<file path="config.mk">
export PLATFORM = sky130hd
export DESIGN_NAME = imem_loader
export DESIGN_NICKNAME = d
export VERILOG_FILES = /design/src/rtl/imem_pkg.sv /design/src/rtl/imem_word_assembler.sv /design/src/rtl/imem_loader.sv
export SDC_FILE = /design/constraint.sdc
export NUM_CORES = 1
export LEC_CHECK = 0
export ABC_CLOCK_PERIOD_IN_PS = 2300
export CORE_MARGIN = 2
export CORE_UTILIZATION = 55
export DETAILED_ROUTE_END_ITERATION = 16
export HOLD_SLACK_MARGIN = 0.02
export PLACE_DENSITY = 0.79
export SYNTH_ARGS = -nofsm -noshare
export SYNTH_HDL_FRONTEND = slang
export SYNTH_SLANG_ARGS = --single-unit
</file>
<file path="constraint.sdc">
create_clock -name CLK -period 2.3 [get_ports CLK]
set_input_delay 0.69 -clock CLK [delete_from_list [all_inputs] [get_ports CLK]]
set_output_delay 0.69 -clock CLK [all_outputs]
set_load 0.02 [all_outputs]
</file>
<file path="src/rtl/imem_pkg.sv">
`default_nettype none
// ============================================================================
//  Module      : imem_pkg
//  Description : Shared types and constants for the instruction-memory loader:
//                loader state encoding, header width and bytes-per-word helper.
//  Revision    : 1.0 - initial release
// ============================================================================
package imem_pkg;

  // Loader states; CHK is only reachable when the checksum option is built in
  typedef enum logic [2:0] {
    IDLE  = 3'd0,
    LEN0  = 3'd1,
    LEN1  = 3'd2,
    DATA  = 3'd3,
    WRITE = 3'd4,
    CHK   = 3'd5,
    DONE  = 3'd6,
    ERR   = 3'd7
  } state_t;

  // Word-count header is always 16 bits, little-endian on the wire
  localparam int LEN_W = 16;

  // Default word width and the byte count it implies
  localparam int TAM_SALIDA_DEF = 32;
  localparam int BYTES_PER_WORD = TAM_SALIDA_DEF / 8;

  // Bytes per word for an arbitrary (multiple-of-8) word width
  function automatic int bytes_per_word(input int width);
    return width / 8;
  endfunction

endpackage
`default_nettype wire

</file>
<file path="src/rtl/imem_word_assembler.sv">
`default_nettype none
// ============================================================================
//  Module      : imem_word_assembler
//  Description : Places incoming bytes little-endian into a word. Tracks the
//                byte index, flags the last byte of a word and exposes the
//                word as it will look once the current byte is merged.
//  Revision    : 1.0 - initial release
// ============================================================================
module imem_word_assembler
  import imem_pkg::*;
#(
  parameter int tam_salida = 32
) (
  input  logic                  clk,
  input  logic                  rst,
  input  logic                  i_clear,
  input  logic                  i_accept,
  input  logic [7:0]            i_byte,
  output logic                  o_last,
  output logic [tam_salida-1:0] o_word_next
);

  localparam int c_bpw   = bytes_per_word(tam_salida);
  localparam int c_idx_w = (c_bpw > 1) ? $clog2(c_bpw) : 1;
  localparam logic [c_idx_w-1:0] c_idx_last = c_idx_w'(c_bpw - 1);
  localparam logic [c_idx_w-1:0] c_idx_one  = c_idx_w'(1);

  logic [c_idx_w-1:0]    r_idx;
  logic [tam_salida-1:0] r_word;

  assign o_last = (r_idx == c_idx_last);

  // Merge the incoming byte into its lane so the caller can capture a full word
  always_comb begin
    o_word_next = r_word;
    o_word_next[{r_idx, 3'b000} +: 8] = i_byte;
  end

  // Byte index and partial word; index wraps to 0 after the last lane
  always_ff @(posedge clk) begin
    if (rst || i_clear) begin
      r_idx  <= '0;
      r_word <= '0;
    end else if (i_accept) begin
      r_word <= o_word_next;
      r_idx  <= o_last ? '0 : r_idx + c_idx_one;
    end
  end

endmodule
`default_nettype wire

</file>
<file path="src/rtl/imem_loader.sv">
`default_nettype none
// ============================================================================
//  Module      : imem_loader
//  Description : Instruction-memory writer. Takes a byte stream (16-bit word
//                count, then little-endian words), writes words to sequential
//                addresses from 0 and holds the core in reset while loading.
//                Optional trailing 8-bit checksum: IMEM_LOADER_CHECKSUM_EN.
//  Revision    : 1.0 - initial release
// ============================================================================
module imem_loader
  import imem_pkg::*;
#(
  parameter int tam_entrada = 10,
  parameter int tam_salida  = 32
) (
  input  logic                   CLK,
  input  logic                   RESET,
  input  logic                   start,
  input  logic [7:0]             rx_data,
  input  logic                   rx_valid,
  output logic                   rx_ready,
  output logic                   we,
  output logic [tam_entrada-1:0] waddr,
  output logic [tam_salida-1:0]  wdata,
  output logic                   busy,
  output logic                   cpu_hold,
  output logic                   done,
  output logic                   error
);

  localparam logic [tam_entrada:0] c_cnt_one = (tam_entrada+1)'(1);
  localparam logic [31:0]          c_depth   = 32'd1 << tam_entrada;

`ifdef IMEM_LOADER_CHECKSUM_EN
  localparam state_t c_st_final = CHK;
`else
  localparam state_t c_st_final = DONE;
`endif

  state_t                r_state;
  state_t                w_state_next;
  logic [LEN_W-1:0]      r_len;
  logic [tam_entrada:0]  r_wcnt;
  logic [tam_entrada:0]  w_wcnt_inc;
  logic [tam_entrada-1:0] r_waddr;
  logic [tam_salida-1:0] r_wdata;
  logic                  r_error;
  logic [LEN_W-1:0]      w_hdr;
  logic                  w_acc;
  logic                  w_start;
  logic                  w_last;
  logic [tam_salida-1:0] w_word_next;
`ifdef IMEM_LOADER_CHECKSUM_EN
  logic [7:0]            r_sum;
`endif

  assign w_acc      = rx_valid && rx_ready;
  assign w_start    = (r_state == IDLE) && start;
  assign w_hdr      = {rx_data, r_len[7:0]};
  assign w_wcnt_inc = r_wcnt + c_cnt_one;

  imem_word_assembler #(
    .tam_salida (tam_salida)
  ) u_asm (
    .clk         (CLK),
    .rst         (RESET),
    .i_clear     (w_start),
    .i_accept    ((r_state == DATA) && w_acc),
    .i_byte      (rx_data),
    .o_last      (w_last),
    .o_word_next (w_word_next)
  );

  // State register
  always_ff @(posedge CLK) begin
    if (RESET) r_state <= IDLE;
    else       r_state <= w_state_next;
  end

  // Next-state decode; every byte-consuming state waits on the handshake
  always_comb begin
    w_state_next = r_state;
    case (r_state)
      IDLE:  if (start) w_state_next = LEN0;
      LEN0:  if (w_acc) w_state_next = LEN1;
      LEN1:  if (w_acc) begin
               if (w_hdr == '0)                 w_state_next = c_st_final;
               else if (32'(w_hdr) > c_depth)   w_state_next = ERR;
               else                             w_state_next = DATA;
             end
      DATA:  if (w_acc && w_last) w_state_next = WRITE;
      WRITE: w_state_next = (32'(w_wcnt_inc) == 32'(r_len)) ? c_st_final : DATA;
`ifdef IMEM_LOADER_CHECKSUM_EN
      CHK:   if (w_acc) w_state_next = (rx_data == r_sum) ? DONE : ERR;
`endif
      DONE:  w_state_next = IDLE;
      ERR:   w_state_next = IDLE;
      default: w_state_next = IDLE;
    endcase
  end

  // Output decode from the current state
  always_comb begin
    rx_ready = (r_state == LEN0) || (r_state == LEN1) || (r_state == DATA);
`ifdef IMEM_LOADER_CHECKSUM_EN
    rx_ready = rx_ready || (r_state == CHK);
`endif
    we       = (r_state == WRITE);
    busy     = (r_state != IDLE);
    cpu_hold = busy;
    done     = (r_state == DONE);
    error    = r_error;
    waddr    = r_waddr;
    wdata    = r_wdata;
  end

  // Datapath: header, word counter, write port capture and sticky error
  always_ff @(posedge CLK) begin
    if (RESET) begin
      r_len   <= '0;
      r_wcnt  <= '0;
      r_waddr <= '0;
      r_wdata <= '0;
      r_error <= 1'b0;
    end else begin
      if (w_start) begin
        r_len   <= '0;
        r_wcnt  <= '0;
        r_error <= 1'b0;
      end
      if ((r_state == LEN0) && w_acc) r_len[7:0]  <= rx_data;
      if ((r_state == LEN1) && w_acc) r_len[15:8] <= rx_data;
      // Capture address and completed word so they hold steady outside WRITE
      if ((r_state == DATA) && w_acc && w_last) begin
        r_waddr <= r_wcnt[tam_entrada-1:0];
        r_wdata <= w_word_next;
      end
      if (r_state == WRITE) r_wcnt <= w_wcnt_inc;
      if (w_state_next == ERR) r_error <= 1'b1;
    end
  end

`ifdef IMEM_LOADER_CHECKSUM_EN
  // Running mod-256 sum of payload bytes
  always_ff @(posedge CLK) begin
    if (RESET || w_start)                 r_sum <= 8'h00;
    else if ((r_state == DATA) && w_acc)  r_sum <= r_sum + rx_data;
  end
`endif

endmodule
`default_nettype wire

</file>
== Word-level counts from Yosys, hierarchy flattened ==
Index checks and enable logic that the tools add are counted.

* Bits in registers: 107
* Word-level logic and storage cells: 57
* Input port bits: 12

* Shifts and indexed selects: 2
* Mux-type cells: 17
* Reduce and logical (&&, ||, !) cells: 17
* Add/subtract/negate cells: 3
* Equal/unequal tests: 8
* Magnitude comparators: 1

{| class="wikitable"
|+ Operator list
! operator !! number
|-
| 32-bit bitwise mux || 1
|-
| 8-bit by 7-bit variable shift with 32-bit output, first input constant || 1
|-
| 8-bit by 7-bit variable part select with 32-bit output || 1
|-
| 11-bit 2-to-1 mux || 2
|-
| 3-bit 2-to-1 mux || 7
|-
| 11-bit by 16-bit == test with 1-bit output || 1
|-
| 16-bit by 11-bit greater-than comparator with 1-bit output, second input constant || 1
|-
| 16-bit logical NOT || 1
|-
| 16-bit 2-to-1 mux || 1
|-
| 8-bit 2-to-1 mux || 2
|-
| 3-bit one-hot mux with 5 select lines || 1
|-
| 11-bit by 1-bit adder with 11-bit output, second input constant || 1
|-
| 3-bit == test, second input constant || 3
|-
| 2-bit nonzero test || 4
|-
| 1-bit logical AND || 7
|-
| 5-bit negator with 7-bit output || 1
|-
| 3-bit by 2-bit == test with 1-bit output, second input constant || 2
|-
| 3-bit by 1-bit == test with 1-bit output, second input constant || 1
|-
| 3-bit logical NOT || 1
|-
| 1-bit logical OR || 3
|-
| 3-bit nonzero test || 1
|-
| 2-bit by 1-bit adder with 2-bit output, second input constant || 1
|-
| 2-bit == test, second input constant || 1
|-
| 1-bit 2-to-1 mux || 2
|-
| 2-bit 2-to-1 mux || 1
|}

== Logic depth before layout (Yosys ltp) ==
Gate-level depths: netlist (run 1).

* Depth after elaboration: 9
* Mapped depth: 8
* Mapped depth without buffers: 7

== By module ==
A second synthesis (run 1) with hierarchy kept.

* Cells, all modules: 638
* Area, all modules: 5153.7 um2

{| class="wikitable"
|+ Modules (own cells, without submodules)
! module !! seq. area each (um2) !! times used !! cells each !! area each (um2)
|-
| imem_loader || 1461.4 || 1 || 429 || 3340.7
|-
| imem_word_assembler || 680.7 || 1 || 209 || 1813.0
|}

== Least setup slack after synthesis (run 1) ==
No wires, ideal clock.

* Kind: input -> register
* Start point: in rx_valid
* End point: reg r_wdata[0], in the netlist wdata[0]
* Data arrival time: 1808 ps
* Slack: 355 ps
* Library setup time: 138 ps
* Cell stages on the path: 7
* Cells stage by stage: nor2b_1 and3_1 clkbuf_1 and2_1 buf_2 clkbuf_1 a211oi_1

* Cells in the longest elaborated chain, start to end: 3

{| class="wikitable"
|+ Ends and longest elaborated chain
! item !! line !! source
|-
| from (decl) || imem_loader.sv:20 || <nowiki>input logic rx_valid,</nowiki>
|-
| 1-bit logical AND || imem_loader.sv:57 || <nowiki>assign w_acc = rx_valid && rx_ready;</nowiki>
|-
| 1-bit logical AND (2 in series) || imem_loader.sv:134 || <nowiki>if ((r_state == DATA) && w_acc && w_last) begin</nowiki>
|-
| to (signal assigned) || imem_loader.sv:136 || <nowiki>r_wdata <= w_word_next;</nowiki>
|-
| to (decl) || imem_loader.sv:46 || <nowiki>logic [tam_salida-1:0] r_wdata;</nowiki>
|}

No other way between the ends.
A chain may end at the register's enable or synchronous reset.

== Worst setup path after layout (run 1) ==
* Start point: reg r_state[0]
* End point: out we

* Cells in the longest elaborated chain, start to end: 1

{| class="wikitable"
|+ Ends and longest elaborated chain
! item !! line !! source
|-
| from (decl) || imem_loader.sv:40 || <nowiki>state_t r_state;</nowiki>
|-
| from (signal assigned) || imem_loader.sv:77 || <nowiki>else r_state <= w_state_next;</nowiki>
|-
| 3-bit == test || imem_loader.sv:108 || <nowiki>we = (r_state == WRITE);</nowiki>
|-
| to (decl) || imem_loader.sv:22 || <nowiki>output logic we,</nowiki>
|}

No other way between the ends.

==> results of run 1 <==
==> power breakdown <==
group          switching, mW  internal (mW)
clock network          0.667          0.436
logic                  0.193          0.126
registers             0.0208           1.87
==> synthesized netlist by cell type (all sizes together), types with 11 or more instances <==
cell / instances / share of area
dfxtp: 107 / 0.45
nor2: 103 / 0.082
a211oi: 64 / 0.10
a21oi: 55 / 0.058
nand2: 34 / 0.027
nor2b: 34 / 0.045
clkbuf: 23 / 0.023
a22oi: 18 / 0.029
buf: 17 / 0.020
o21ai: 12 / 0.013
xnor2: 11 / 0.020
==> sequential cells by signal, indices dropped and copies added, names as in the netlist <==
| signal | count |
|---|---|
| r_wcnt | 11 |
| u_asm.r_idx | 2 |
| r_state | 3 |
| wdata | 32 |
| r_len | 16 |
| error | 1 |
| waddr | 10 |
| u_asm.r_word | 32 |
==> final cells by class <==
type | instances | area, um^2
Sequential cell | 107 | 2145
Tap cell | 105 | 131.4
Clock buffer | 10 | 137.6
Timing Repair Buffer | 91 | 869.6
Fill cell | 666 | 2544
Inverter | 7 | 26.28
Clock inverter | 6 | 47.55
Multi-Input combinational cell | 400 | 2357
==> metrics by stage <==
step / worst slack, ns / std cells / cell area, um^2 / util
floorplan: 0.3549 / 554 / 4718 / -
global placement: -0.2896 / 710 / 5528 / 0.6694
detailed placement: -0.4640 / 710 / 5528 / 0.6694
CTS: 0.06095 / 726 / 5714 / 0.6920
global route: 0.02162 / 726 / 5714 / 0.6920
finish: 0.07245 / 726 / 5714 / 0.6920
==> worst min path at each step <==
| stage | slack, ns | to | cells past startpoint | from |
|---|---|---|---|---|
| after floorplan | 0.46 | r_len[14]$_SDFFE_PP0P_ | 2 | r_len[14]$_SDFFE_PP0P_ |
| after CTS | 0.47 | waddr[9]$_SDFFE_PP0P_ | 2 | waddr[9]$_SDFFE_PP0P_ |
| final | 0.46 | waddr[9]$_SDFFE_PP0P_ | 2 | waddr[9]$_SDFFE_PP0P_ |
| after detailed placement | 0.45 | waddr[9]$_SDFFE_PP0P_ | 2 | waddr[9]$_SDFFE_PP0P_ |
| after global placement | 0.45 | waddr[5]$_SDFFE_PP0P_ | 2 | waddr[5]$_SDFFE_PP0P_ |
| after global routing | 0.49 | waddr[9]$_SDFFE_PP0P_ | 2 | waddr[9]$_SDFFE_PP0P_ |
==> per-layer routing <==
metal	share of wire	wire (um)	vias up	track usage
met5	0	0	-	0
met4	0.018	212	0	0.09101
met2	0.49	5627	120	0.4103
met3	0.046	529	17	0.04046
li1	-	-	2081	-
met1	0.45	5197	1964	0.3177
==> repair_timing <==
action                     CTS  global route
gates resized for setup      8             0
hold endpoints to repair     0             0
setup buffers                0             0
setup endpoints to repair    6             0
==> worst register-to-register path, delay by kind of cell (launching register included) <==
family	cells	cell delay, ns
and+or+nand+nor	4	0.80
AOI/OAI and AO/OA	2	0.59
DFF	1	0.34
adders and majority gates	1	0.31
==> kinds of logic (layout without fill, tap and decap cells) <==
group / count (synthesis) / in the layout
compound gates: 158 / 158
xor+xnor: 16 / 16
fa+ha+maj: 7 / 7
buf+inv: 47 / 114
flops: 107 / 107
mux: 3 / 3
simple gates: 216 / 216
==> impl_results.md, run 1 <==
- Ys Warns: 0
- Slowest cell on crit path: dfxtp_2
- Final wirelength: 11.57 mm
- Post-synthesis async set-or-reset flop share: 0
- Adder-Cell Fraction of Synth Area: 0.01856
- RSZ-0062 raised after global routing: false
- Crit end category: output port
- CP arrival: 1.54 ns
- Io pins: 60
- Req. time, crit path: 1.61 ns
- Starting Density: 0.5714
- Layout area overhead: 21.11%
- Post-Syn Area per Cell: 8.517 um^2
- Reg2reg path depth: 7
- Core Region: 8258 um^2
- NumNets Final: 635
- Post-synthesis mux area share: 0.006364
- Post-Synth Simple-Gate Area: 0.2257
- Synthesized area: 4718 um^2
- Hold Crit Class: reg -> reg
- CTS Buf Count: 9
- Compound-Gate Fraction of Synth Area: 0.2177
- Main synth FF type: dfxtp_1
- Largest net degree at the start of global routing: 50
- Vias/cell: 5.760
- Worst-margin pin slew: 0.4987 ns
- Worst-Skew Late Latency: 0.38 ns
- Crit Reg-Reg Endpoint: r_state[2]$_SDFF_PP0_
- CTS H-tree lvls: 3
- CP Class: reg -> out
- Die X: 96.62 um
- Main combinational cell family by area after synthesis: simple AND/OR/NAND/NOR gates
- Final Power: 3.316 mW
- Synth Register Bits: 107
- # Max-Cap Violations: 0
- WL/cell: 15.93 um
- Site Rows: 33
- Endpoints failing setup: 0
- Most frequent cells in the layout: dfxtp_1 (105), nor2_1 (103), a211oi_1 (64), a21oi_1 (55), clkdlybuf4s50_1 (53)
- Wire length of the first global-routing pass: 18.94 mm
- ANT nets after route: 0
- Clock sinks: 107
- Commonest non-fill, non-tap cell in the layout: dfxtp_1
- Port bufs: 59
- Vias: 4182
- Hold Vio Cnt, Final: 0
- DIE AREA: 9335 um^2
- Number of synthesized flops with an enable pin: 0
- Post-DP HPWL: 8.235 mm
- Top Family by Delay on Critical Path: buffers and inverters
- CTS root buffer: clkbuf_8
- Critical path depth: 4
- Max-slew headroom: 0.6675
- Setup crit start kind: register
- Minimum clock period: 2.228 ns
- Gate Count Post-Synth: 554
- Part of the Yosys area used for sequential elements: 0.4540
- CP cell instances: nor2_1, nand2_1, inv_2, dlygate4sd2_1
- Worst Setup SP: r_state[0]$_SDFF_PP0_
- Initial DRC Count: 218
- Leak: 1.992 nW
- CP max stage delay: 0.37 ns
- Diode count: 0
- Layout cells sized above 1: 0.1063
- CP bufs+invs: 2
- Hold Slack: 0.4624 ns
- Total Routing Usage GR: 0.2447
- Remaining global-route overflow: 0
- Skew final: 0.009517 ns
- Worst setup endpoint: we
- Initial antenna violation count: 0
- Clock Tree Buf Depth: 2
- Max FO, Critical Path: 8
- # DRC: 0
- Max Slew Vio Count: 0
- Yosys cell types: 49
- Syn_nets: 573
- Die height: 96.62 um
- Final Wtd Congestion: 0.8849
- Max VDD drop: 386.2 uV
- Clock-pin slew on the worst setup and hold paths: 0.10 ns
- Final worst path period share: 0.9685
- Power Dens Cells: 580.3 nW/um^2
- R2R Setup Slk: 0.17 ns
- Hold_buf cts: 0
- Status: complete, no violations
- CTS tree: built
- Maximum operating frequency: 448.9 MHz
- Reg2reg start: r_wcnt[1]$_SDFFE_PP0P_
- DRT Pass-1 Iters: 5
- Final setup TNS: 0 ns
- Number of global-route vias before repair: 3941
- Post-Synth XOR/XNOR Area: 0.02970
No activity file was read; power rests on OpenSTA's default activity.
==> inputs of run 2 (changes only) <==
- SKIP_LAST_GASP: not set -> 1
==> run 2 against run 1 <==
Net effect: clock skew is essentially flat; flip-flop and latch count is the same; first-iteration DRC count is the same; combinational power is essentially flat; final cell count is the same; non-clock buffer count is the same; global-route usage is essentially flat; sequential power is essentially flat; final area is essentially flat; largest cell class unchanged.
==> impl_results.md, run 2 (synthesis gave the netlist of run 1 again) <==
- Req. time, crit path: 1.61 ns (about the same)
- Final WS setup: 0.07054 ns (was 0.07245 ns)
- RSZ-0062 raised after global routing: false (unchanged)
- Layout area overhead: 21.19% (was 21.11%)
- Worst-Skew Late Latency: 0.38 ns (about the same)
- # DRC: 0 (unchanged)
- Die X: 96.62 um (unchanged)
- Port bufs: 59 (unchanged)
- Core Util, Final: 0.6924 (was 0.6920)
- Uppermost layer routed: met4 (unchanged)
- Final non-filler cell total: 726 (unchanged)
- Final setup TNS: 0 ns (unchanged)
- Site Rows: 33 (unchanged)
- Final Power: 3.318 mW (was 3.316 mW)
- NumNets Final: 635 (unchanged)
- Inst Count DP: 710 (unchanged)
- Crit Reg-Reg Endpoint: r_state[2]$_SDFF_PP0_ (unchanged)
- Hold_buf cts: 0 (unchanged)
- Hold Slack: 0.4624 ns (about the same)
- Remaining global-route overflow: 0 (unchanged)
- Starting Density: 0.5714 (unchanged)
- Skew final: 0.009680 ns (was 0.009517 ns)
- CP cell instances: nor2_1, nand2_1, inv_2, dlygate4sd2_1 (unchanged)
- Final wirelength: 11.59 mm (was 11.57 mm)
- Io pins: 60 (unchanged)
- Critical path depth: 4 (unchanged)
- Hold Crit Class: reg -> reg (unchanged)
- Clock Tree Buf Depth: 2 (unchanged)
- Worst-margin pin slew: 0.5000 ns (was 0.4987 ns)
- Final worst path period share: 0.9693 (was 0.9685)
- DIE AREA: 9335 um^2 (unchanged)
- CTS tree: built (unchanged)
- Vias/cell: 5.760 (unchanged)
- Max FO, Critical Path: 8 (unchanged)
- Crit end category: output port (unchanged)
- Clock-pin slew on the worst setup and hold paths: 0.10 ns (about the same)
- CTS root buffer: clkbuf_8 (unchanged)
- Slowest cell on crit path: dfxtp_2 (unchanged)
- Pre-CTS setup slack: -0.4640 ns (unchanged)
- Reg2reg path depth: 7 (unchanged)
- CP arrival: 1.54 ns (about the same)
- Endpoints failing setup: 0 (unchanged)
- Leak: 2.003 nW (was 1.992 nW)
- Largest net degree at the start of global routing: 50 (unchanged)
- Clock sinks: 107 (unchanged)
- Final Wtd Congestion: 0.8849 (unchanged)
- ANT nets after route: 0 (unchanged)
- Metal1 wirelength: 5.211 mm (was 5.197 mm)
- Max Slew Vio Count: 0 (unchanged)
- Setup crit start kind: register (unchanged)
- Die height: 96.62 um (unchanged)
- Layout cells sized above 1: 0.1063 (unchanged)
- Worst Setup SP: r_state[0]$_SDFF_PP0_ (unchanged)
- Fill count: 665 (was 666)
- Worst setup endpoint: we (unchanged)
- Total Routing Usage GR: 0.2444 (was 0.2447)
- Setup bufs post-CTS: 0 (unchanged)
- Post-DP HPWL: 8.235 mm (unchanged)
- Minimum clock period: 2.229 ns (was 2.228 ns)
- CP max stage delay: 0.37 ns (about the same)
- CTS H-tree lvls: 3 (unchanged)
- Hold Vio Cnt, Final: 0 (unchanged)
- Wire length of the first global-routing pass: 18.92 mm (was 18.94 mm)
- Vias: 4182 (unchanged)
- Reg2reg start: r_wcnt[1]$_SDFFE_PP0P_ (unchanged)
- Number of global-route vias before repair: 3939 (was 3941)
- Met2 WL: 5.642 mm (was 5.627 mm)
- CP Class: reg -> out (unchanged)
- Initial antenna violation count: 0 (unchanged)
- DRT Pass-1 Iters: 5 (unchanged)
- Post-route cell area: 5718 um^2 (was 5714 um^2)
- Area after DPL: 5528 um^2 (unchanged)
- CP bufs+invs: 2 (unchanged)
- Diode count: 0 (unchanged)
- Top Family by Delay on Critical Path: buffers and inverters (unchanged)
- Core Region: 8258 um^2 (unchanged)
- R2R Setup Slk: 0.17 ns (about the same)
- Status: complete, no violations (unchanged)
- WL/cell: 15.96 um (was 15.93 um)
- Max-slew headroom: 0.6654 (was 0.6675)
- # Max-Cap Violations: 0 (unchanged)
- Most frequent cells in the layout: dfxtp_1 (105), nor2_1 (103), a211oi_1 (64), a21oi_1 (55), clkdlybuf4s50_1 (53) (unchanged)
- WL met3: 522 um (was 529 um)
- Maximum operating frequency: 448.5 MHz (was 448.9 MHz)
- CTS Buf Count: 9 (unchanged)
- Power Dens Cells: 580.4 nW/um^2 (was 580.3 nW/um^2)
- Initial DRC Count: 218 (unchanged)
- Max VDD drop: 385.0 uV (was 386.2 uV)
- Commonest non-fill, non-tap cell in the layout: dfxtp_1 (unchanged)
## run 2: routing by layer
layer	vias to the layer above	GRT usage
met5	-	0
met4	0	0.09101
met3	17	0.04046
met2	121	0.4097
met1	1962	0.3173
li1	2082	-
## run 2: final cells by class
type                            count  area [um^2]  area share
Clock buffer                       10        137.6     0.02407
Tap cell                          105        131.4     0.02298
Multi-Input combinational cell    400         2357      0.4123
Timing Repair Buffer               91        873.3      0.1527
Clock inverter                      6        47.55    0.008315
Sequential cell                   107         2145      0.3751
Inverter                            7        26.28    0.004595
## run 2: worst min-delay path by stage
stage	startpoint	endpoint	slack, ns	cells past startpoint
after floorplan	r_len[14]$_SDFFE_PP0P_	r_len[14]$_SDFFE_PP0P_	0.46	2
after global placement	waddr[5]$_SDFFE_PP0P_	waddr[5]$_SDFFE_PP0P_	0.45	2
after detailed placement	waddr[9]$_SDFFE_PP0P_	waddr[9]$_SDFFE_PP0P_	0.45	2
after CTS	waddr[9]$_SDFFE_PP0P_	waddr[9]$_SDFFE_PP0P_	0.47	2
after global routing	waddr[9]$_SDFFE_PP0P_	waddr[9]$_SDFFE_PP0P_	0.49	2
final	waddr[9]$_SDFFE_PP0P_	waddr[9]$_SDFFE_PP0P_	0.46	2
## run 2: power breakdown
group / internal (mW) / switching, mW / leakage, nW / total, mW
combinational: 0.128 / 0.193 / 1.05 / 0.321
sequential: 1.87 / 0.0210 / 0.863 / 1.89
clock: 0.436 / 0.668 / 0.0937 / 1.10
## run 2: repair_timing
action                                  CTS  global route
endpoints found under the setup margin    6             1
gates resized for setup                   7             1
cloned                                    0             0
pin swaps                                 0             0
## run 2: worst min-delay path: stages (launching register included)
cell and delay (ns):
dfxtp_1 0.33, nand2_1 0.05, a21oi_1 0.05
==> inputs of run 3 (changes only) <==
- ABC_CLOCK_PERIOD_IN_PS: 2300 -> not set
- HOLD_SLACK_MARGIN: 0.02 -> not set
==> results of run 3 <==
No change in the layout: final DEF, timing and power equal those of run 2.
